`src/rtl/periph_timer_ctrl.sv`:
```
// periph_timer_ctrl: memory-mapped peripheral block on the CPU data bus.
// It holds the interval timer (TH/TL/TCON) that drives the interrupt line,
// the 7-segment digit register, and the UART transmit handoff. The UART
// side has a single-entry pending buffer for bytes written while busy.
//
// Ports:
//   clk        in   system clock
//   reset      in   asynchronous active-low reset
//   addr       in   byte address from the ALU
//   wdata      in   store data
//   mem_write  in   store strobe
//   mem_read   in   load strobe
//   rdata      out  load data (combinational)
//   irq        out  interrupt request, TCON[1] & TCON[2]
//   digi       out  digit register: [6:0] segments (active-low), [11:8] anodes
//   tx_start   out  one-cycle UART launch pulse
//   tx_data    out  byte to send, valid while tx_start is high
//   tx_busy    in   UART transmitter busy
module periph_timer_ctrl #(
    parameter logic [31:0] BASE_ADDR = 32'h40000000
) (
    input  logic        clk,
    input  logic        reset,
    input  logic [31:0] addr,
    input  logic [31:0] wdata,
    input  logic        mem_write,
    input  logic        mem_read,
    output logic [31:0] rdata,
    output logic        irq,
    output logic [11:0] digi,
    output logic        tx_start,
    output logic [7:0]  tx_data,
    input  logic        tx_busy
);

    localparam logic [3:0] OFF_TH   = 4'h0;
    localparam logic [3:0] OFF_TL   = 4'h1;
    localparam logic [3:0] OFF_TCON = 4'h2;
    localparam logic [3:0] OFF_DIGI = 4'h5;
    localparam logic [3:0] OFF_TXD  = 4'h6;
    localparam logic [3:0] OFF_UCON = 4'h8;

    typedef enum logic [1:0] {
        StIdle  = 2'd0,
        StIssue = 2'd1,
        StHold  = 2'd2
    } tx_state_e;

    logic [31:0] r_th;
    logic [31:0] r_tl;
    logic [2:0]  r_tcon;
    logic [11:0] r_digi;
    logic        r_overrun;
    logic [7:0]  r_pend;
    logic        r_tx_start;
    logic [7:0]  r_tx_data;
    tx_state_e   r_state;

    logic        w_hit;
    logic        w_wr;
    logic        w_we_th;
    logic        w_we_tl;
    logic        w_we_tcon;
    logic        w_we_digi;
    logic        w_we_txd;
    logic        w_we_ucon;
    logic        w_ovf;
    logic        w_tcon2_next;
    logic        w_busy;
    logic [31:0] w_rdata;
    logic        w_unused;

    // Byte lane bits are not used for decoding.
    assign w_unused = ^addr[1:0];

    assign w_hit     = (addr[31:6] == BASE_ADDR[31:6]);
    assign w_wr      = mem_write & w_hit;
    assign w_we_th   = w_wr & (addr[5:2] == OFF_TH);
    assign w_we_tl   = w_wr & (addr[5:2] == OFF_TL);
    assign w_we_tcon = w_wr & (addr[5:2] == OFF_TCON);
    assign w_we_digi = w_wr & (addr[5:2] == OFF_DIGI);
    assign w_we_txd  = w_wr & (addr[5:2] == OFF_TXD);
    assign w_we_ucon = w_wr & (addr[5:2] == OFF_UCON);

    assign w_ovf = r_tcon[0] & (r_tl == 32'hFFFF_FFFF);

    // Status bit: an overflow seen this cycle wins over a software clear, so a
    // clear racing a new event never loses that event. Uses pre-write TCON[1].
    assign w_tcon2_next = (w_we_tcon ? wdata[2] : r_tcon[2]) | (w_ovf & r_tcon[1]);

    assign w_busy = (r_state == StHold) | r_tx_start | tx_busy;

    // Timer and digit registers.
    always_ff @(posedge clk or negedge reset) begin
        if (!reset) begin
            r_th   <= 32'd0;
            r_tl   <= 32'd0;
            r_tcon <= 3'd0;
            r_digi <= 12'd0;
        end else begin
            if (w_we_th) begin
                r_th <= wdata;
            end
            // Software write beats reload, reload beats counting.
            if (w_we_tl) begin
                r_tl <= wdata;
            end else if (w_ovf) begin
                r_tl <= r_th;
            end else if (r_tcon[0]) begin
                r_tl <= r_tl + 32'd1;
            end
            if (w_we_tcon) begin
                r_tcon[1:0] <= wdata[1:0];
            end
            r_tcon[2] <= w_tcon2_next;
            if (w_we_digi) begin
                r_digi <= wdata[11:0];
            end
        end
    end

    // UART transmit handoff FSM with registered launch outputs.
    always_ff @(posedge clk or negedge reset) begin
        if (!reset) begin
            r_state    <= StIdle;
            r_pend     <= 8'd0;
            r_tx_start <= 1'b0;
            r_tx_data  <= 8'd0;
            r_overrun  <= 1'b0;
        end else begin
            r_tx_start <= 1'b0;
            case (r_state)
                StIdle: begin
                    if (w_we_txd) begin
                        if (tx_busy) begin
                            r_pend  <= wdata[7:0];
                            r_state <= StHold;
                        end else begin
                            r_tx_data  <= wdata[7:0];
                            r_tx_start <= 1'b1;
                            r_state    <= StIssue;
                        end
                    end
                end
                StIssue: begin
                    r_state <= StIdle;
                end
                StHold: begin
                    if (!tx_busy) begin
                        r_tx_data  <= r_pend;
                        r_tx_start <= 1'b1;
                        r_state    <= StIssue;
                    end
                end
                default: begin
                    r_state <= StIdle;
                end
            endcase
            // A byte arriving while one is in flight is dropped and flagged.
            if (w_we_txd && (r_state != StIdle)) begin
                r_overrun <= 1'b1;
            end else if (w_we_ucon) begin
                r_overrun <= 1'b0;
            end
        end
    end

    always_comb begin
        w_rdata = 32'd0;
        if (mem_read && w_hit) begin
            case (addr[5:2])
                OFF_TH:   w_rdata = r_th;
                OFF_TL:   w_rdata = r_tl;
                OFF_TCON: w_rdata = {29'd0, r_tcon};
                OFF_DIGI: w_rdata = {20'd0, r_digi};
                OFF_UCON: w_rdata = {30'd0, r_overrun, w_busy};
                default:  w_rdata = 32'd0;
            endcase
        end
    end

    assign rdata    = w_rdata;
    assign irq      = r_tcon[1] & r_tcon[2];
    assign digi     = r_digi;
    assign tx_start = r_tx_start;
    assign tx_data  = r_tx_data;

endmodule
```
`config.mk`:
```
export PLATFORM = sky130hd
export DESIGN_NAME = periph_timer_ctrl
export DESIGN_NICKNAME = d
export VERILOG_FILES = /design/src/rtl/periph_timer_ctrl.sv
export SDC_FILE = /design/constraint.sdc
export NUM_CORES = 1
export LEC_CHECK = 0
export BUFFER_PORTS_ARGS = -buffer_cell sky130_fd_sc_hd__buf_2
export CORE_UTILIZATION = 50
export CTS_CLUSTER_SIZE = 30
export DETAILED_ROUTE_END_ITERATION = 6
export PLACE_DENSITY = 0.89
export SYNTH_ARGS = -nofsm -noshare
export SYNTH_HDL_FRONTEND = slang
export SYNTH_SLANG_ARGS = --single-unit
export TNS_END_PERCENT = 10
```
`constraint.sdc`:
```
create_clock -name clk -period 2.5 [get_ports clk]
set_input_delay 0.5 -clock clk [delete_from_list [all_inputs] [get_ports clk]]
set_output_delay 0.5 -clock clk [all_outputs]
set_load 0.02 [all_outputs]
```
==> impl_metrics.csv <==
group,metric,value,unit
status,outcome,"finished, violations left",
status,violations,"negative setup slack",
timing,tightest_slew,0.579,ns
global_routing,grt_pass1_wl,26000,µm
synth,synthCells,576,
synth,synth_area_leaders,"dfrtp_1 44%, mux2_1 7.4%, mux2_2 6.4%",
drt,initialDrtViolationCount,424,
drt,avgRoutedWirePerCell,18.6,µm
timing,min_period,2.60,ns
drt,drc,0,
drt,vias,5231,
job,drv_cap,0,
timing,clock.fmax,385,MHz
drt,first_pass_iters,6,
power,power_density,379,mW/mm²
critical_path,rrSetupSlack,0.26,ns
synth,avgSynthCellArea,9.72,µm²
synth,synth_edf_count,0,
timing,fin_ws,-0.0977,ns
clocking,clock-sinks,99,
floorplan,die_h,108,µm
critical_path,crit_arrival,2.10,ns
power,power,2.78,mW
final_layout,fill_cells,800,
timing,holdWs,0.0873,ns
final_layout,final_cells,848,
global_routing,grt_usage,0.284,
timing,slew_headroom,0.614,
synth,async_reset_ff_frac,1.00,
placed_design,io_buffers,120,
global_routing,grt_antenna_before_repair,0,
power,leakage,3.36,nW
timing,slew_violations,0,
drt,via_per_inst,6.17,
critical_path,startpoint,"addr[12]",
synth,yosysWarnings,0,
floorplan,die_area,0.0116,mm²
synth,ys.flop_type,"dfrtp_1",
clocking,cts_buffers,9,
synth,ys_seq_elements,99,
critical_path,cp_max_fo,17,
timing,rsz0062_at_grt,"true",
synth,synth.largest_area_cell,"dfrtp_1",
clocking,cts_buffer_depth,2,
synth,syn-cell-area,0.00560,mm²
synth,yosys.area.top_type_share,0.442,
critical_path,crit_path_end_kind,"output pin",
floorplan,die_w,108,µm
critical_path,reg2reg_from,"r_tl[2]$_DFFE_PN0P_",
critical_path,path_cells,"buf_2 > nor4_4 > nand4_1 > or4b_4 > buf_12 > nor2_4 > buf_6",
final_layout,final_area,0.00732,mm²
final_layout,diodes,0,
placed_design,hpwl,11000,µm
floorplan,initial_core_util,0.514,
global_routing,overflow,0,
placed_design,dp_cells,831,
final_layout,drive_gt1_frac,0.357,
critical_path,crit_family,"simple AND/OR/NAND/NOR gates",
floorplan,ios,123,
drt,wl,15700,µm
min_path,hp-class,"in -> async",
critical_path,path_class,"in -> out",
placed_design,dpl_cell_area,0.00682,mm²
clocking,clk_latency,0.38,ns
synth,synth_cell_types,53,
critical_path,crit_path_max_incr_delay,0.58,ns
critical_path,r2r_end,"r_tl[31]$_DFFE_PN0P_",
global_routing,grt_max_degree,62,
drt,antenna_left,0,
final_layout,nNetsFinal,773,
floorplan,core,0.0109,mm²
power,vdd_drop_max,392,µV
timing,finalClockSkew,0.0109,ns
timing,tns,-1.96,ns
critical_path,ff2ff_path_depth,6,
critical_path,critical_path_required,2.00,ns
final_layout,area_delta_synth_final,30.7,%
clocking,cts_root_buf,"clkbuf_8",
global_routing,grt_pass1_vias,5458,
timing,final.period_utilization,1.04,
timing,finalSetupViolations,32,
synth,seq_area_frac_synth,0.442,
placed_design,place_congestion,0.884,
clocking,htree_levels,3,
critical_path,start_kind,"input pin",
clocking,cts_tree,"built",
critical_path,crit_slowest_cell,"or4b_4",
clocking,path_clk_slew,0.10,ns
floorplan,num_rows,38,
timing,finalHoldViolations,0,
critical_path,cp_num_buf_inv,3,
synth,syn_nets,646,
## logic make-up after synthesis
group           Yosys count  share of synthesized area
buf+inv                  50                     0.0382
fa+ha+maj                 1                    0.00223
compound gates          122                      0.151
flops                    99                      0.442
simple gates            218                      0.199
mux                      74                      0.148
xor+xnor                 12                     0.0188
## cell usage after synthesis, types with 2 or more instances
master    instances
xor2_1            4
and2_1            6
nor3_1            8
xnor2_1           8
nor4_1            9
a222oi_1          9
inv_1            10
mux2i_1           5
o21bai_1          2
a31oi_1          14
nand2b_1          6
and4_1            7
nand3_1          22
nand2_1          54
nor3b_1           5
buf_2             8
dfrtp_1          99
nor2_1           68
buf_4             4
mux2_2           32
o31a_1            2
and3_1            6
o21ai_0          13
clkbuf_1         26
a22o_1            2
a21oi_1          22
a22oi_1          27
nor4b_2           3
nor2b_1           2
o211ai_1         10
mux2_1           37
o31ai_1          11
nand4_1          13
a211oi_1          3
## area by class of cell
class,instances,area (µm²),share of cell area
well taps,140,175,0.0239
clock inverters,5,45.0,0.00615
flip-flops and latches,99,2480,0.338
repair buffers,156,1200,0.164
inverters,10,37.5,0.00513
multi-input cells,427,3250,0.443
clock buffers,11,141,0.0193
## power breakdown
| group | leakage, nW | switching [mW] | internal (mW) |
|---|---|---|---|
| Clock | 0.0925 | 0.588 | 0.406 |
| Sequential | 1.28 | 0.0000467 | 1.60 |
| Combinational | 1.99 | 0.109 | 0.0754 |
| Total | 3.36 | 0.697 | 2.08 |
## cells in the final DEF, fill, tap and decap left out, drive strengths merged, types with 5 or more instances in the layout
master,synthesis,layout
nand3,23,23
nand2,55,55
nand4,14,14
mux2i,5,5
buf,13,156
o211ai,10,10
mux2,69,69
and4,7,7
nor3b,6,6
clkbuf,27,11
nor2,68,68
nor3,9,9
a222oi,9,9
xnor2,8,8
a22oi,27,27
and2,6,6
o31ai,11,11
a21oi,22,22
nor4,10,10
a31oi,14,14
and3,6,6
inv,10,13
nand2b,6,6
dfrtp,99,99
o21ai,14,14
## metal layers
metal	track usage	wire length (µm)	vias up
met5	0	0	-
met4	0.119	446	0
met3	0.0484	940	44
met2	0.507	8260	210
met1	0.335	6100	2597
li1	-	-	2380
## how the worst max path moves through the flow
stage | endpoint | slack [ns] | cells after the start
finish | rdata[26] | -0.1 | 7
global route | rdata[16] | -0.17 | 7
CTS | rdata[26] | -0.09 | 7
detailed placement | rdata[26] | -0.23 | 7
global placement | rdata[2] | -0.17 | 7
floorplan | rdata[2] | -0.009 | 6
## stage by stage
step                      setup slack (ns)   util
after floorplan                   -0.00878      -
after global placement              -0.173  0.626
after detailed placement            -0.233  0.626
after CTS                          -0.0890  0.667
after global routing                -0.169  0.672
final                              -0.0977  0.672
## flip-flops by register name, summed over array words and instances, names as in the netlist
| signal | count |
|---|---|
| digi | 12 |
| r_overrun | 1 |
| r_pend | 8 |
| r_state | 2 |
| r_tcon | 3 |
| r_th | 32 |
| r_tl | 32 |
| tx_data | 8 |
| tx_start | 1 |
## repair_timing
item | in CTS | in global routing
endpoints found under the hold margin | 0 | 0
gates cloned | 0 | 0
setup buffers | 0 | 1
endpoints found under the setup margin | 32 | 33
hold buffers | 0 | 0
resized for setup | 70 | 8
pin swaps | 20 | 6
## worst register-to-register path, cell delays in order, from the launching register on
cell	delay, ns
dfrtp_1	0.48
nand4_1	0.23
nor2_1	0.50
nand4_2	0.28
o31ai_1	0.26
nor3b_1	0.23
o21ai_0	0.14
No activity file was read; power rests on OpenSTA's default activity.
